<file path="config.mk">
export PLATFORM = sky130hd
export DESIGN_NAME = sal_dram_cmd_issue
export DESIGN_NICKNAME = d
export VERILOG_FILES = /design/src/rtl/sal_dram_cmd_issue_pkg.sv /design/src/rtl/sal_dram_cmd_issue_window.sv /design/src/rtl/sal_dram_cmd_issue.sv
export SDC_FILE = /design/constraint.sdc
export NUM_CORES = 1
export LEC_CHECK = 0
export ABC_AREA = 1
export CAP_MARGIN = 20
export CORE_MARGIN = 10
export CORE_UTILIZATION = 65
export CTS_CLUSTER_DIAMETER = 60
export DETAILED_ROUTE_END_ITERATION = 6
export DONT_BUFFER_PORTS = 1
export GPL_TIMING_DRIVEN = 0
export PLACE_DENSITY = 0.81
export SETUP_SLACK_MARGIN = 0.5
export SYNTH_ARGS = -nofsm -noshare
export SYNTH_HDL_FRONTEND = slang
export SYNTH_SLANG_ARGS = --single-unit
</file>
<file path="constraint.sdc">
create_clock -name clk -period 2.8 [get_ports clk]
set_input_delay 0.28 -clock clk [delete_from_list [all_inputs] [get_ports clk]]
set_output_delay 0.28 -clock clk [all_outputs]
set_load 0.005 [all_outputs]
</file>
<file path="src/rtl/sal_dram_cmd_issue_pkg.sv">
// sal_dram_cmd_issue_pkg: shared DDR command encodings and field types
// for the command-issue stage and its data-window helper.
package sal_dram_cmd_issue_pkg;

   localparam int DEF_BK_CNT    = 8;
   localparam int DEF_RA_WIDTH  = 16;
   localparam int DEF_CA_WIDTH  = 10;
   localparam int DEF_ID_WIDTH  = 4;
   localparam int DEF_LEN_WIDTH = 8;

   // {cs_n, ras_n, cas_n, we_n}
   localparam logic [3:0] CMD_DESEL = 4'b1111;
   localparam logic [3:0] CMD_ACT   = 4'b0011;
   localparam logic [3:0] CMD_RD    = 4'b0101;
   localparam logic [3:0] CMD_WR    = 4'b0100;
   localparam logic [3:0] CMD_PRE   = 4'b0010;
   localparam logic [3:0] CMD_REF   = 4'b0001;

   typedef logic [$clog2(DEF_BK_CNT)-1:0] dram_ba_t;
   typedef logic [DEF_RA_WIDTH-1:0]       dram_ra_t;
   typedef logic [DEF_CA_WIDTH-1:0]       dram_ca_t;
   typedef logic [DEF_ID_WIDTH-1:0]       axi_id_t;
   typedef logic [DEF_LEN_WIDTH-1:0]      axi_len_t;

endpackage

</file>
<file path="src/rtl/sal_dram_cmd_issue_window.sv">
// sal_data_window: LAT-stage delay line feeding a BURST_CYC-beat window
// with a latched tag. Ports: push/tag_in in; pre_en, en, first, last,
// tag_out, ovl (window restarted while beats remained) out.
module sal_data_window #(
   parameter int LAT       = 6,
   parameter int BURST_CYC = 4,
   parameter int TAG_W     = 1
) (
   input  logic             clk,
   input  logic             rst,
   input  logic             push,
   input  logic [TAG_W-1:0] tag_in,
   output logic             pre_en,
   output logic             en,
   output logic             first,
   output logic             last,
   output logic [TAG_W-1:0] tag_out,
   output logic             ovl
);

   localparam int            CW      = $clog2(BURST_CYC + 1);
   localparam logic [CW-1:0] CNT_TOP = CW'(BURST_CYC - 1);

   logic [LAT-1:0]   dl_vld;
   logic [TAG_W-1:0] dl_tag [LAT];
   logic [CW-1:0]    cnt;
   logic             emerge;

   assign emerge = dl_vld[LAT-1];

   always_ff @(posedge clk) begin
      if (rst) begin
         dl_vld  <= '0;
         for (int i = 0; i < LAT; i++) dl_tag[i] <= '0;
         en      <= 1'b0;
         cnt     <= '0;
         tag_out <= '0;
      end else begin
         dl_vld[0] <= push;
         dl_tag[0] <= tag_in;
         for (int i = 1; i < LAT; i++) begin
            dl_vld[i] <= dl_vld[i-1];
            dl_tag[i] <= dl_tag[i-1];
         end
         // a new emergence always wins and restarts the window
         if (emerge) begin
            en      <= 1'b1;
            cnt     <= CNT_TOP;
            tag_out <= dl_tag[LAT-1];
         end else if (en) begin
            if (cnt == '0) en <= 1'b0;
            else           cnt <= cnt - CW'(1);
         end
      end
   end

   assign first  = en && (cnt == CNT_TOP);
   assign last   = en && (cnt == '0);
   // one cycle ahead of en: emergence plus every non-final beat
   assign pre_en = emerge || (en && (cnt != '0));
   assign ovl    = emerge && en && (cnt != '0);

endmodule

</file>
<file path="src/rtl/sal_dram_cmd_issue.sv">
// sal_dram_cmd_issue: registers the granted command onto DDR pins and
// times read-capture / write-launch windows. Ports: *_gnt + fields in;
// cmd_* pins, rd_*/wr_* window strobes, sticky proto_err out.
module sal_dram_cmd_issue
   import sal_dram_cmd_issue_pkg::*;
#(
   parameter int BK_CNT    = 8,
   parameter int RA_WIDTH  = 16,
   parameter int CA_WIDTH  = 10,
   parameter int ID_WIDTH  = 4,
   parameter int LEN_WIDTH = 8,
   parameter int CL        = 6,
   parameter int CWL       = 5,
   parameter int BURST_CYC = 4
) (
   input  logic                      clk,
   input  logic                      rst,
   input  logic                      act_gnt,
   input  logic                      rd_gnt,
   input  logic                      wr_gnt,
   input  logic                      pre_gnt,
   input  logic                      ref_gnt,
   input  logic [$clog2(BK_CNT)-1:0] ba,
   input  logic [RA_WIDTH-1:0]       ra,
   input  logic [CA_WIDTH-1:0]       ca,
   input  logic [ID_WIDTH-1:0]       id,
   input  logic [LEN_WIDTH-1:0]      len,
   output logic                      cmd_cs_n,
   output logic                      cmd_ras_n,
   output logic                      cmd_cas_n,
   output logic                      cmd_we_n,
   output logic [$clog2(BK_CNT)-1:0] cmd_ba,
   output logic [RA_WIDTH-1:0]       cmd_addr,
   output logic                      rd_en,
   output logic                      rd_first,
   output logic                      rd_last,
   output logic [ID_WIDTH-1:0]       rd_id,
   output logic [LEN_WIDTH-1:0]      rd_len,
   output logic                      wr_pop,
   output logic                      wr_en,
   output logic                      wr_last,
   output logic                      proto_err
);

   localparam int BA_W  = $clog2(BK_CNT);
   localparam int TAG_W = ID_WIDTH + LEN_WIDTH;

   logic [3:0]          cmd_d;
   logic [BA_W-1:0]     ba_d;
   logic [RA_WIDTH-1:0] addr_d;
   logic [RA_WIDTH-1:0] col_addr;
   logic                rd_push;
   logic                wr_push;
   logic                multi;
   logic                rd_ovl;
   logic                wr_ovl;
   logic [TAG_W-1:0]    rd_tag;
   logic                rd_pre_unused;
   logic                wr_first_unused;
   logic [0:0]          wr_tag_unused;

   assign multi = (act_gnt & (rd_gnt | wr_gnt | pre_gnt | ref_gnt))
                | (rd_gnt & (wr_gnt | pre_gnt | ref_gnt))
                | (wr_gnt & (pre_gnt | ref_gnt))
                | (pre_gnt & ref_gnt);

   always_comb begin
      col_addr     = RA_WIDTH'(ca);
      col_addr[10] = 1'b0;
      cmd_d        = CMD_DESEL;
      ba_d         = '0;
      addr_d       = '0;
      rd_push      = 1'b0;
      wr_push      = 1'b0;
      if (act_gnt) begin
         cmd_d  = CMD_ACT;
         ba_d   = ba;
         addr_d = ra;
      end else if (rd_gnt) begin
         cmd_d   = CMD_RD;
         ba_d    = ba;
         addr_d  = col_addr;
         rd_push = 1'b1;
      end else if (wr_gnt) begin
         cmd_d   = CMD_WR;
         ba_d    = ba;
         addr_d  = col_addr;
         wr_push = 1'b1;
      end else if (pre_gnt) begin
         cmd_d = CMD_PRE;
         ba_d  = ba;
      end else if (ref_gnt) begin
         cmd_d = CMD_REF;
      end
   end

   always_ff @(posedge clk) begin
      if (rst) begin
         {cmd_cs_n, cmd_ras_n, cmd_cas_n, cmd_we_n} <= CMD_DESEL;
         cmd_ba    <= '0;
         cmd_addr  <= '0;
         proto_err <= 1'b0;
      end else begin
         {cmd_cs_n, cmd_ras_n, cmd_cas_n, cmd_we_n} <= cmd_d;
         cmd_ba    <= ba_d;
         cmd_addr  <= addr_d;
         proto_err <= proto_err | multi | rd_ovl | wr_ovl
                    | (rd_en & wr_en);
      end
   end

   sal_data_window #(
      .LAT       (CL),
      .BURST_CYC (BURST_CYC),
      .TAG_W     (TAG_W)
   ) u_rd_win (
      .clk     (clk),
      .rst     (rst),
      .push    (rd_push),
      .tag_in  ({id, len}),
      .pre_en  (rd_pre_unused),
      .en      (rd_en),
      .first   (rd_first),
      .last    (rd_last),
      .tag_out (rd_tag),
      .ovl     (rd_ovl)
   );

   assign rd_id  = rd_tag[TAG_W-1:LEN_WIDTH];
   assign rd_len = rd_tag[LEN_WIDTH-1:0];

   sal_data_window #(
      .LAT       (CWL),
      .BURST_CYC (BURST_CYC),
      .TAG_W     (1)
   ) u_wr_win (
      .clk     (clk),
      .rst     (rst),
      .push    (wr_push),
      .tag_in  (1'b0),
      .pre_en  (wr_pop),
      .en      (wr_en),
      .first   (wr_first_unused),
      .last    (wr_last),
      .tag_out (wr_tag_unused),
      .ovl     (wr_ovl)
   );

endmodule
</file>
### Word level (Yosys, flattened, before mapping)

Memory sizes are Yosys's and may differ from the RTL's. A register that Yosys moved wholly into a read port is not among the register bits.
Cells that the tools add are included.

* $add $sub $neg: 2
* equality and inequality tests: 3
* bitwise operators: 26
* muxes and demuxes: 35
* reductions and logical operators: 23

Operators by type and width (count)
* $mux W12: 6
* $mux W10: 2
* $mux W4: 5
* $or A1 B1 Y1: 19
* $mux W16: 1
* $mux W2: 6
* $mux W3: 4
* $mux W1: 11
* $logic_and A1 B1 Y1: 8
* $reduce_and A2 Y1: 4
* $logic_not A3 Y1: 2
* $reduce_bool A3 Y1: 2
* $reduce_or A2 Y1: 3
* $sub A3 B1 Y3 const B: 2
* $and A1 B1 Y1: 5
* $ne A2 B1 Y1 const B: 2
* $reduce_bool A2 Y1: 2
* $eq A3 B2 Y1 const B: 1
* $reduce_or A3 Y1: 1
* $not A1 Y1: 2
* $logic_or A1 B1 Y1: 1

* register bits after elaboration: 43
* word-level logic and storage cells: 107
* bits in writable memories: 72
* memories kept: 1

Memory list
* u_rd_win.dl_tag: words 6, width 12, rd ports 6, clocked after Yosys merged registers in 1, write ports 6, RTL line sal_dram_cmd_issue_window.sv:25 `logic [TAG_W-1:0] dl_tag [LAT];`

### Logic depth before layout (Yosys ltp)

* depth in word-level cells: 11
* mapped depth: 8
* depth with buffers taken out: 8

### Cells and area by module

From an unflattened synthesis, not the netlist that was laid out.

* cells, all modules: 513
* area total of the unflattened synthesis: 4346.7 um2

Modules (own cells, without submodules)
* sal_data_window at u_rd_win: instances 1, area an instance 2862.7 um2, cells each 329
* sal_dram_cmd_issue: instances 1, area an instance 913.4 um2, cells each 114
* sal_data_window at u_wr_win: instances 1, area an instance 570.5 um2, cells each 70

### Least setup slack after synthesis

OpenSTA, ideal clock, no wires.

* kind: flip-flop to output port
* from: reg u_wr_win.cnt[0]
* to: out wr_pop
* stages on the path, launching flop included: 8
* path slack: 1637 ps
* buffers on the path: 0
* required time: 2520 ps
* arrival time: 883 ps
* cell sequence: dfxtp_1 inv_1 ha_1 nand2_1 nand2_2 inv_1 nor2_1 inv_1

* longest elaborated chain between the ends: 3

Ends and longest elaborated chain
* start, declared: RTL line sal_dram_cmd_issue_window.sv:26 `logic [CW-1:0] cnt;`
* start signal, assigned: RTL line sal_dram_cmd_issue_window.sv:52 `else cnt <= cnt - CW'(1);`
* $reduce_bool A3 Y1: RTL line sal_dram_cmd_issue_window.sv:60 `assign pre_en = emerge || (en && (cnt != '0));`
* $logic_and A1 B1 Y1: RTL line sal_dram_cmd_issue_window.sv:60
* $logic_or A1 B1 Y1: RTL line sal_dram_cmd_issue_window.sv:60
* end, declared: RTL line sal_dram_cmd_issue.sv:39 `output logic wr_pop,`

No other way between the ends.

### Worst setup path after layout

Same ends and word-level chain as after synthesis.

==> results_dict.tcl <==
set metrics [dict create \
    numCtsBuffers 17 \
    period_minus_slack_ns 1.921 \
    postSynthAreaPerCell_um2 8.545 \
    end_kind "output port" \
    min_from "pre_gnt" \
    fin_crit_sh_pct 68.62 \
    ys_types 24 \
    hold_viol_final 0 \
    fin_setup_tns_ns 0 \
    cp.arrival_ns 1.64 \
    clock_latency_ns 0.51 \
    crit_family "simple AND/OR/NAND/NOR gates" \
    syn_area_um2 4110 \
    die_w_um 99.52 \
    synth_top_area_cell "dfxtp_1" \
    h-tree-depth 4 \
    grt_first_pass_wirelength_um 16350 \
    fin_skew_ns 0.009419 \
    ys_warn_count 0 \
    io_buffers 0 \
    setup_viol 0 \
    max_cap_violations 0 \
    gp_congestion 0.8190 \
    synth_nets 534 \
    first_global_vias 3359 \
    min_to "cmd_ba[0]" \
    drtIter0Drc 184 \
    r2r-start "u_wr_win.cnt[0]" \
    crit_fanout 4 \
    worstHoldPathCells 3 \
    drc_errors 0 \
    layout-drive-gt1-share_pct 10.38 \
    syn2layout_area_growth_pct 28.13 \
    nFillCells 265 \
    crit_type "flop to output port" \
    status "finished clean" \
    grt_use_total_pct 20.95 \
    max-vdd-ir-drop_uv 605.6 \
    async_reset_ff_share_pct 0 \
    drt_first_pass_iters 5 \
    initial_utilization_pct 68.21 \
    die_area_um2 9904 \
    synth_cells 481 \
    max_freq_mhz 520.5 \
    synth_edf_count 0 \
    grt_antenna_before_repair 0 \
    viasPerCell 4.994 \
    synthTopCellsByCount "dfxtp_1, nor2_1, inv_1" \
    powerDensity_nw_per_um2 796.4 \
    wl_um 10370 \
    path_cells "inv_1, ha_1, nand2_1, nand2_2, inv_1, nor2_1, inv_1" \
    rsz0062_at_grt "false" \
    yosysTopAreaCellShare_pct 61.86 \
    ff2ff_setup_slack_ns 1.57 \
    fp-row-count 28 \
    ios 90 \
    ys_seq_area_share_pct 61.86 \
    reg2reg_to "u_wr_win.cnt[0]" \
    nets 601 \
    critPathLaunch "u_wr_win.cnt[0]" \
    grt_start_max_net_pins 17 \
    grt-ovfl-total 0 \
    cts_buffer_depth 2 \
    utilization_pct 87.40 \
    root_buffer "clkbuf_8" \
    p_leak_nw 2.445 \
    critPathLaunchType "flop" \
    coreArea_um2 6026 \
    yosysMostFrequentCell "dfxtp_1" \
    cts.clk_slew.worst_paths_ns 0.06 \
    synth-seq-cells 127 \
    synth_ff_type "dfxtp_1" \
    ant_nets 0 \
    cts_tree "yes" \
    wl_per_cell_um 16.35 \
    crit_path_top_delay_cell "dfxtp_1" \
    slew_headroom_pct 77.57 \
    worstMarginPinSlew_ns 0.3329 \
    clock_sinks 127 \
    critPathBufInv 3 \
    rr_worst_depth 7 \
    min-delay-path-class "primary input to flop" \
    synth_area_leaders "dfxtp_1, nor2_1, inv_1" \
    diodes 0 \
    hpwl_um 5024 \
    worstPathRequired_ns 2.52 \
    max_stage_delay_ns 0.31 \
    vias 3166 \
    crit_path_frequent_cell "inv_1" \
    die_h_um 99.52 \
    slew_violations 0 \
]
-- per-layer routing --
metal,global-route usage (%),vias up,wire length [um]
met5,0,-,0
met4,13.78,0,522
met3,9.896,54,985
met2,35.82,193,5197
met1,19.66,1393,3662
li1,-,1526,-
-- power breakdown --
group	internal, mW	switching [mW]	total (mW)
logic	0.0882	0.0990	0.187
clock network	1.40	0.727	2.12
registers	1.86	0.0252	1.88
-- kinds of logic after synthesis --
logic type,share of synthesized area [%]
xor+xnor,0.4263
fa+ha+maj,1.522
buf+inv,13.46
simple gates,19.54
compound gates,3.196
flops,61.86
-- worst max path at each step --
stage                     cells past startpoint     end  slack, ns
after floorplan                               7  wr_pop       1.64
after global routing                          7  wr_pop       0.77
final                                         7  wr_pop       0.88
after CTS                                     7  wr_pop       0.88
after detailed placement                      7  wr_pop       1.49
after global placement                        7  wr_pop       1.55
-- tightest hold or removal path: cells and delay by family --
kind,cells,cell delay [ns]
and+or+nand+nor,3,0.25
-- what timing repair did --
action                                 CTS  global route
endpoints found under the hold margin   36             0
hold buffers                            48             0
setup buffers                            0             0
resized for setup                        0             0
-- area by class of cell --
cell class / instances / area [um^2] / area share, %
Sequential cell: 127 / 2542 / 48.28
Multi-Input combinational cell: 228 / 1015 / 19.27
Clock buffer: 25 / 504.2 / 9.575
Timing Repair Buffer: 48 / 480.5 / 9.123
Inverter: 107 / 404.1 / 7.674
Buffer: 19 / 148.9 / 2.827
Tap cell: 75 / 93.84 / 1.782
Clock inverter: 5 / 77.57 / 1.473
-- sequential cells by signal, indices dropped and copies added (netlist names) --
signal and count:
u_rd_win.dl_tag 72, cmd_ras_n 1, u_wr_win.dl_vld 5, u_rd_win.cnt 3
u_wr_win.cnt 3, cmd_addr 16, u_wr_win.en 1, u_rd_win.tag_out 12
cmd_cas_n 1, proto_err 1, u_rd_win.dl_vld 6, cmd_cs_n 1
cmd_ba 3, u_rd_win.en 1, cmd_we_n 1
-- through the flow --
step	hold slack, ns	std cells	cell area, um^2	power [mW]	worst slack, ns
2_1_floorplan	0.3587	481	4110	2.002	1.637
3_3_place_gp	0.3654	556	4204	2.025	1.546
3_5_place_dp	0.3796	556	4204	2.030	1.492
4_1_cts	0.001485	634	5266	4.166	0.8850
5_1_grt	0.06956	634	5266	4.299	0.7661
6_report	0.06160	634	5266	4.194	0.8787
-- layout by cell type, fill, tap and decap left out, types with 2 or more instances in the layout --
master	netlist	layout
dfxtp_1	127	127
nor2_1	125	125
inv_1	105	105
dlygate4sd3_1	0	48
nand2_1	38	38
nand3_1	23	23
o21ai_0	16	16
clkbuf_16	0	16
buf_2	8	8
buf_6	7	7
clkbuf_8	0	7
ha_1	5	5
nand2_2	4	4
buf_4	4	4
a21oi_1	3	3
o21ai_1	2	2
a21oi_2	2	2
nor3_1	2	2
xor2_1	2	2
clkbuf_1	0	2
clkinv_2	0	2
bufinv_16	0	2
No activity file was read; power rests on OpenSTA's default activity.
